`src/rtl/hack_pkg.sv`:
```
// Shared widths and decode helper for the 64-word RAM.
// Banks are RAM8 blocks of eight words; the top address bits pick the bank.
package hack_pkg;

    localparam int WORD_W      = 16;
    localparam int RAM8_ADDR_W = 3;
    localparam int BANK_SEL_W  = 3;
    localparam int RAM8_WORDS  = 1 << RAM8_ADDR_W;
    localparam int NUM_BANKS   = 1 << BANK_SEL_W;

    // One-hot 1-to-8 demux: at most one output bit is ever set.
    function automatic logic [7:0] demux8(
        input logic [2:0] sel,
        input logic       en
    );
        logic [7:0] res;
        res      = '0;
        res[sel] = en;
        return res;
    endfunction

endpackage

```
`src/rtl/ram8.sv`:
```
// Eight-word register bank with synchronous active-low clear,
// one-hot per-word write enables and a combinational read mux.
module ram8
    import hack_pkg::*;
#(
    parameter int WIDTH = WORD_W
) (
    input  logic                   clk,
    input  logic                   rst_n,
    input  logic [WIDTH-1:0]       in,
    input  logic                   load,
    input  logic [RAM8_ADDR_W-1:0] address,
    output logic [WIDTH-1:0]       out
);

    logic [WIDTH-1:0]      words [RAM8_WORDS];
    logic [RAM8_WORDS-1:0] word_load;

    assign word_load = demux8(address, load);

    for (genvar w = 0; w < RAM8_WORDS; w++) begin : g_word
        always_ff @(posedge clk) begin
            if (!rst_n) begin
                words[w] <= '0;
            end else if (word_load[w]) begin
                words[w] <= in;
            end
        end
    end

    // Read shows the stored value, so a same-cycle write is seen next cycle.
    assign out = words[address];

endmodule

```
`src/rtl/ram64.sv`:
```
// 64-word RAM built from eight RAM8 banks: bank-level load demux on the
// upper address bits, word-level handling inside each bank, bank read mux.
module ram64
    import hack_pkg::*;
#(
    parameter int WORD_W = hack_pkg::WORD_W,
    parameter int ADDR_W = 6
) (
    input  logic              clk,
    input  logic              rst_n,
    input  logic [WORD_W-1:0] in,
    input  logic              load,
    input  logic [ADDR_W-1:0] address,
    output logic [WORD_W-1:0] out
);

    logic [BANK_SEL_W-1:0]  bank_sel;
    logic [RAM8_ADDR_W-1:0] word_sel;
    logic [NUM_BANKS-1:0]   bank_load;
    logic [WORD_W-1:0]      bank_out [NUM_BANKS];

    assign bank_sel  = address[ADDR_W-1 -: BANK_SEL_W];
    assign word_sel  = address[RAM8_ADDR_W-1:0];
    assign bank_load = demux8(bank_sel, load);

    for (genvar b = 0; b < NUM_BANKS; b++) begin : g_bank
        ram8 #(
            .WIDTH(WORD_W)
        ) u_ram8 (
            .clk    (clk),
            .rst_n  (rst_n),
            .in     (in),
            .load   (bank_load[b]),
            .address(word_sel),
            .out    (bank_out[b])
        );
    end

    assign out = bank_out[bank_sel];

endmodule

```
`config.mk`:
```
export PLATFORM = sky130hd
export DESIGN_NAME = ram64
export DESIGN_NICKNAME = d
export VERILOG_FILES = /design/src/rtl/hack_pkg.sv /design/src/rtl/ram8.sv /design/src/rtl/ram64.sv
export SDC_FILE = /design/constraint.sdc
export NUM_CORES = 1
export LEC_CHECK = 0
export ABC_AREA = 1
export CORE_MARGIN = 3
export CORE_UTILIZATION = 30
export CTS_CLUSTER_DIAMETER = 200
export CTS_CLUSTER_SIZE = 10
export DETAILED_ROUTE_END_ITERATION = 10
export DONT_BUFFER_PORTS = 1
export PLACE_DENSITY = 0.43
export SLEW_MARGIN = 15
export SYNTH_ARGS = -nofsm -noshare
export SYNTH_HDL_FRONTEND = slang
export SYNTH_SLANG_ARGS = --single-unit
```
`constraint.sdc`:
```
create_clock -name clk -period 5.1 [get_ports clk]
set_clock_uncertainty 0.2 [all_clocks]
set_input_delay 0.51 -clock clk [delete_from_list [all_inputs] [get_ports clk]]
set_output_delay 0.51 -clock clk [all_outputs]
set_load 0.02 [all_outputs]
```
Yosys cells after proc, flatten, opt, wreduce, memory -nomap -nowiden
Memory sizes are Yosys's and may differ from the RTL's.
Cells that the tools add are included.
- register bits after elaboration: 0
- RAM bits: 1024
- logic and storage cells: 353
- memories: 8
- order comparisons: 5
- mux-type cells: 264
- bitwise operators: 74
- reduce and logical (&&, ||, !) cells: 2
- memory list (memory ; depth ; width ; read ports ; clocked after memory_dff ; write ports ; RTL line ; source):
    g_bank[0].u_ram8.words ; 8 ; 16 ; 1 ; 0 ; 8 ; ram8.sv:16 ; logic [WIDTH-1:0] words [RAM8_WORDS];
    g_bank[1].u_ram8.words ; 8 ; 16 ; 1 ; 0 ; 8 ; ram8.sv:16 ;
    g_bank[2].u_ram8.words ; 8 ; 16 ; 1 ; 0 ; 8 ; ram8.sv:16 ;
    g_bank[3].u_ram8.words ; 8 ; 16 ; 1 ; 0 ; 8 ; ram8.sv:16 ;
    g_bank[4].u_ram8.words ; 8 ; 16 ; 1 ; 0 ; 8 ; ram8.sv:16 ;
    g_bank[5].u_ram8.words ; 8 ; 16 ; 1 ; 0 ; 8 ; ram8.sv:16 ;
    2 more memories ; -- ; -- ; -- ; -- ; -- ; -- ;
- operator list (kind ; count):
    16-bit 2-to-1 mux ; 66
    1-bit 2-to-1 mux ; 195
    8-bit AND ; 9
    1-bit bitwise OR ; 64
    16-bit binary-select mux with 3-bit select ; 1
    3-bit by 4-bit < comparator with 1-bit output, second input constant ; 2
    1-bit demux with 3-bit select ; 2
    3-bit by 1-bit >= comparator with 1-bit output, second input constant ; 2
    4-bit >= comparator, second input constant ; 1
    3-bit NOT with 4-bit output ; 1
    1-bit logical AND ; 2

Longest topological paths before layout
Gate-level depths: netlist of the first run.
- word-level depth: 10
- depth in mapped cells: 15
- gate-level depth less buffers: 11

Hierarchy
A second synthesis of the first run with hierarchy kept.
- cell total of the unflattened synthesis: 6055
- area total of the unflattened synthesis: 50609.8 sq um
- modules (own cells, without submodules) (module ; times used ; cells each ; area each (sq um) ; sequential area each (sq um)):
    ram8 ; 8 ; 702 ; 6103.4 ; 3843.7
    ram64 ; 1 ; 439 ; 1783.0 ; 0.0

Least setup slack after synthesis of the first run
Ideal clock, no wire load.
- path kind: input-to-reg
- start point: input address[3]
- end point: memory g_bank[2].u_ram8.words[0][0] (netlist name), enable pin
- setup time: 0.411 ns
- data arrival time: 2.418 ns
- path slack: 2.071 ns
- stages on the path: 5
- buffers on the path: 0
- path through: inv_2 nand2_2 nor2_8 inv_1 o21ai_0
- RTL lines (what ; RTL line ; source):
    start, declared ; ram64.sv:13 ; input logic [ADDR_W-1:0] address,
    end, declared ; ram8.sv:16 ;

Worst setup path in the final report of the first run
- start point: input address[1]
- end point: output out[11]
- word-level cells in the longest chain between the ends: 4
- elaborated cells between the ends (all ways): 11
- those cells by class: 3 x mux; 8 x memory
- ends and longest elaborated chain (what ; RTL line ; source):
    memory read 8 x 16 bit ; -- ;
    16-bit binary-select mux with 3-bit select (*) ; ram64.sv:39 ; assign out = bank_out[bank_sel];
    16-bit 2-to-1 mux (not written as such) (*) (2 in series) ; ram64.sv:39 ;
    end, declared ; ram64.sv:14 ; output logic [WORD_W-1:0] out
Mark *: on every way between the ends. The rest lies on a longest branch, timed or not. The select of a mux whose other input is x is not followed.

==> results of run 1 <==
[metal layers]
| layer | vias up | routed length [µm] | part of all wire, % |
|---|---|---|---|
| li1 | 16381 | - | - |
| met1 | 18070 | 83000 | 45 |
| met2 | 1170 | 86800 | 47 |
| met3 | 201 | 12300 | 6.6 |
| met4 | 0 | 4350 | 2.3 |
| met5 | - | 0 | 0 |
[cells by family after synthesis]
logic type	count (synthesis)	synth area share (%)
simple gates	3390	30.1
flops	1024	63.3
buf+inv	581	5.50
compound gates	106	1.09
[Yosys cell counts]
master,count
clkbuf_1,168
nor2_4,9
nor2_1,1147
nor2_8,5
nand2_2,4
o21ai_0,64
buf_6,24
buf_4,30
inv_4,2
a21oi_1,42
nand2_1,1532
buf_1,20
nand2_4,2
nand4_1,108
nand3_4,33
nor2_2,101
buf_2,154
edfxtp_1,1024
inv_1,160
nand3_2,31
or2_2,1
inv_2,23
nand3_1,417
[final timing paths]
| path | slack (ps) | start | cells after the start | to |
|---|---|---|---|---|
| worst min-delay path | 170 | in[6] | 2 | g_bank[3].u_ram8.words[4][6] |
| worst max-delay path | 610 | address[1] | 11 | out[11] |
[repair_timing]
item                                   CTS  global route
hold buffers                             1             0
gates resized for setup                  0             0
endpoints found under the hold margin    4             0
[through the flow]
stage	worst slack [ps]	hold WS, ps	area (µm²)
floorplan	2070	556	48500
global placement	926	735	50600
detailed placement	969	717	50600
CTS	969	18.4	53500
global route	716	114	53500
finish	612	166	53500
[cell usage in the layout, fill, tap and decap left out]
| cell type | instances |
|---|---|
| inv_2 | 5 |
| nand3_1 | 416 |
| nand3_4 | 33 |
| nand3_2 | 32 |
| o21ai_2 | 10 |
| nand2_4 | 2 |
| buf_12 | 18 |
| nor2_1 | 1143 |
| inv_8 | 1 |
| nand4_1 | 108 |
| inv_6 | 4 |
| nor2_4 | 14 |
| clkbuf_16 | 113 |
| clkinv_2 | 14 |
| o21ai_1 | 54 |
| nand2_2 | 4 |
| nand2_1 | 1532 |
| a21oi_1 | 42 |
| or2_2 | 1 |
| clkinv_4 | 1 |
| buf_4 | 115 |
| nor2_8 | 5 |
| inv_4 | 4 |
| edfxtp_1 | 1024 |
| inv_1 | 160 |
| nor2_2 | 100 |
| clkinv_16 | 2 |
| dlygate4sd3_1 | 1 |
[power breakdown]
group | leakage [µW] | switching (µW) | internal, µW
clock | 0.00143 | 3380 | 3880
combinational | 0.0101 | 1330 | 361
sequential | 0.00974 | 118 | 9690
total | 0.0213 | 4820 | 13900
[critical path, delay by kind of cell]
family	cells	cell delay [ps]
buffers and inverters	4	1440
AND/OR/NAND/NOR	7	1400
[area by class of cell]
class / instances / share of cell area (%)
Tap cell: 2146 / 5.02
Timing Repair Buffer: 134 / 2.30
Sequential cell: 1024 / 57.4
Clock buffer: 113 / 5.28
Inverter: 185 / 1.37
Clock inverter: 6 / 0.178
Multi-Input combinational cell: 3496 / 28.4
==> metrics.txt, run 1 <==
DR vias 35822; largest register by flop count g_bank.u_ram8.words; Antenna diodes 0; Hold Vio Cnt, Final 0; post-synthesis sequential area ratio 63.3%; Clock Pin Slew Worst Setup and Hold Paths 60 ps; DR vias/cell 5.04; crit path launch type input pin; final WL 187 mm; hpwl dp 108 mm; Rel. slew slack 27.8%; clock sinks 1024; slowest CP cell buf_4; WP data arrival 3780 ps; layer with the highest usage met2; GR Util All Layers 22.0%; CORE AREA 160000 µm²; Worst Hold Class input pin to flop; postcts setup bufs 0; M1 GR Usage 30.7%; DR iter-0 viols 3359; most used cell, CP nand2_1; Worst setup EP type output pin; max FFs per register 1024; Req. time, crit path 4390 ps; Synth Register Bits 1024; RSZ-0062 raised after global routing no; post-route ant nets 0; htree depth 3; Slew @ Worst Pin 1080 ps; Yosys top cell by area edfxtp_1; vias in the first global route 34859; crit-path max FO 178; GR Layer Usage met2 35.4%; dpl cells 6984; per-cell routed wire length 26.3 µm; top cells by area, synth edfxtp_1 63%, nand2_1 12%, nor2_1 8.9%; PortBufs 0; Overall Power 18800 µW; YS warnings 0; post-synthesis cell type count 23; top cell type's share of synthesized area 63.3%; status complete, no violations; remaining global-route overflow 0; min Tclk post-route 4490 ps; Max stage delay on crit path 800 ps; fin util 33.5%; Max clock buf depth 3; I/O pins 41; first-pass GRT wire length 268 mm; Final Cycle Share 88.0%; cells after synthesis 5101; Avg Inst Size Synth 9.52 µm²; Die X 408 µm; CP cell instances inv_6 -> buf_4 -> nand2_1 -> nand2_1 -> nand2_1 -> nand3_1 -> nand3_1 -> nand2_1 -> inv_1 -> nand2_1 -> buf_12; die area 167000 µm²; Static Leak 0.0213 µW; FF/Latch Area 30700 µm²; largest net degree at the start of global routing 413; synthesized cell area 48500 µm²; total CTS buffers 112; Max rail drop VDD 0.252 mV; setup TNS 0 ps; top flop regs g_bank.u_ram8.words (1024); met3 Use GR 3.56%; multi-input logic area 15200 µm²; Fmax 0.223 GHz; first-pass iteration count of the detailed router 5; max-capacitance violation count 0; Initial Util 30.4%; DRC viols 0; final slew viol count 0; GP Congestion 0.811; Die H 408 µm; initial antenna violation count 1; Clock Root Buffer clkbuf_16; proportion of layout cells with a drive suffix above 1 9.64%; final setup fails 0; Crit Path Class input pin to output pin; Power Density 350 nW/µm²; Area growth syn-to-layout 10.3%; syn nets 5126; layout filler cell count 16398; Non-Filler Instances 7104; NumNets Final 4978; CTS tree done; FP Rows 146
Power figures use the tool's default switching activity.
==> run 2, diff against run 1 <==
--- a/config.mk
+++ b/config.mk
@@ -6,13 +6,16 @@
 export NUM_CORES = 1
 export LEC_CHECK = 0
 export ABC_AREA = 1
+export CELL_PAD_IN_SITES_DETAIL_PLACEMENT = 1
+export CELL_PAD_IN_SITES_GLOBAL_PLACEMENT = 1
 export CORE_MARGIN = 3
 export CORE_UTILIZATION = 30
 export CTS_CLUSTER_DIAMETER = 200
 export CTS_CLUSTER_SIZE = 10
 export DETAILED_ROUTE_END_ITERATION = 10
 export DONT_BUFFER_PORTS = 1
-export PLACE_DENSITY = 0.43
+export PLACE_DENSITY = 0.51
+export SETUP_SLACK_MARGIN = 0.02
 export SLEW_MARGIN = 15
 export SYNTH_ARGS = -nofsm -noshare
 export SYNTH_HDL_FRONTEND = slang
==> run 2 against run 1 <==
Against the previous run: critical path depth grew 2; wire length grew 7.1%; critical endpoint unchanged; critical path type unchanged; die area is the same; sequential power is essentially flat; sequential cell count is the same; final cell count is essentially flat; clock-buffer cell count shrank 1.
==> metrics.txt, run 2 (synthesis results as in run 1) <==
status complete, no violations; PortBufs 0 (unchanged); CORE AREA 160000 µm² (unchanged); Hold Path Sink g_bank[6].u_ram8.words[3][10]; max FFs per register 1024 (unchanged); Hold Vio Cnt, Final 0 (unchanged); first-pass iteration count of the detailed router 6 (+1); GP Congestion 0.788 (-2.9%); most common cell after layout, fill and taps aside nand2_1; Req. time, crit path 4390 ps (about the same); DRC viols 0 (unchanged); total CTS buffers 112 (unchanged); I/O pins 41 (unchanged); Area growth syn-to-layout 10.2% (about the same); Fmax 0.216 GHz (-3.2%); Worst setup EP type output pin; Max rail drop VDD 0.275 mV (+9.2%); Die H 408 µm (unchanged); Die X 408 µm (unchanged); GR Util All Layers 23.6% (+1.6 points); Non-Filler Instances 7111 (+0.099%); Slew @ Worst Pin 1170 ps (+82.7 ps); clock sinks 1024 (unchanged); max-capacitance violation count 0 (unchanged); CTS tree done; setup TNS 0 ps (unchanged); DR vias 36510 (+1.9%); min Tclk post-route 4630 ps (+147 ps); hpwl dp 116 mm (+7.6%); most frequent cells in the layout 1532 x nand2_1, 1143 x nor2_1, 1024 x edfxtp_1; layout filler cell count 18221 (+11%); final WL 200 mm (+7.1%); Final Cycle Share 90.9% (+2.9 points); NumNets Final 4979 (+0.020%); crit path launch type input pin; largest net degree at the start of global routing 413 (unchanged); multi-input logic area 15200 µm² (about the same); Overall Power 18900 µW (+0.60%); Static Leak 0.0213 µW (about the same); RSZ-0062 raised after global routing no; Worst Hold Class input pin to flop; remaining global-route overflow 0 (unchanged); DR vias/cell 5.13 (+1.8%); Initial Util 30.4% (unchanged); die area 167000 µm² (unchanged); Clock Pin Slew Worst Setup and Hold Paths 60 ps (about the same); Crit Path Class input pin to output pin; Power Density 353 nW/µm² (+0.61%); htree depth 3 (unchanged); DR iter-0 viols 3007 (-10%); WP data arrival 3920 ps (+140 ps); hold depth 2 (unchanged); FP Rows 146 (unchanged); per-cell routed wire length 28.1 µm (+7.0%); largest register by flop count g_bank.u_ram8.words; crit-path max FO 412 (+130%); Max clock buf depth 3 (unchanged); FF/Latch Area 30700 µm² (unchanged); post-route ant nets 0 (unchanged); proportion of layout cells with a drive suffix above 1 9.66% (+0.016 points); final hold slack 49.6 ps (-116 ps); final setup fails 0 (unchanged); top flop regs g_bank.u_ram8.words (1024); initial antenna violation count 5 (+4); final slew viol count 0 (unchanged); Rel. slew slack 22.2% (-5.5 points); first-pass GRT wire length 283 mm (+5.7%); dpl cells 6984 (unchanged); Hold Startpoint in[10]; Clock Root Buffer clkbuf_16; vias in the first global route 36913 (+5.9%)
==> run 2: cell types whose count changed in the layout (fill, tap and decap cells not counted), moves of 2 or more <==
cell	before	now
buf_12	18	13
buf_4	115	120
diode_2	0	5
clkinv_2	14	12
inv_16	0	2
inv_4	4	6
==> run 2: critical path, stage by stage <==
cell	delay, ps
inv_8	750
buf_4	570
nand2_1	100
nand2_1	80
nand2_1	40
nand2_1	90
nand2_1	130
nand3_1	280
nand3_1	230
nand2_1	140
inv_1	50
nand2_1	330
buf_12	170
==> run 2: per-stage QoR <==
step	utilization, %	worst slack (ps)	area, µm²
floorplan	-	2070	48500
global placement	31.7	1030	50500
detailed placement	31.7	1040	50500
CTS	33.5	1040	53500
global route	33.5	540	53500
finish	33.5	466	53500
==> run 2: final cells by class <==
class	instances	area share (%)
antenna	5	0.0234
clock buffer	112	5.24
clock inverter	8	0.267
inverter	185	1.38
multi-input combinational	3496	28.4
sequential	1024	57.5
tap	2146	5.02
timing repair buffer	135	2.21
==> run 2: timing repair <==
| action | in CTS | in global routing |
|---|---|---|
| endpoints found under the hold margin | 27 | 0 |
| buffers inserted | 0 | 0 |
| endpoints found under the setup margin | 0 | 0 |
| hold buffers | 2 | 0 |
| gates resized for setup | 0 | 0 |
==> run 2: worst max-delay path by stage <==
stage                     from                      endpoint  slack, ps
global placement    address[0]                       out[11]       1030
finish              address[0]                       out[11]        470
global route        address[0]                       out[11]        540
floorplan           address[3]  g_bank[2].u_ram8.words[0][0]       2070
detailed placement  address[0]                       out[11]       1040
CTS                 address[0]                       out[14]       1040
==> run 2: per-layer routing <==
metal,vias up,track usage (%),wire (µm)
met5,-,0,0
met2,903,38.6,93600
met1,18958,31.6,87900
met3,271,4.06,10500
li1,16378,-,-
met4,0,8.38,7780
==> run 2: report_power, final <==
| part | switching, µW | internal, µW |
|---|---|---|
| clock | 3470 | 3870 |
| combinational | 1370 | 350 |
| sequential | 118 | 9690 |
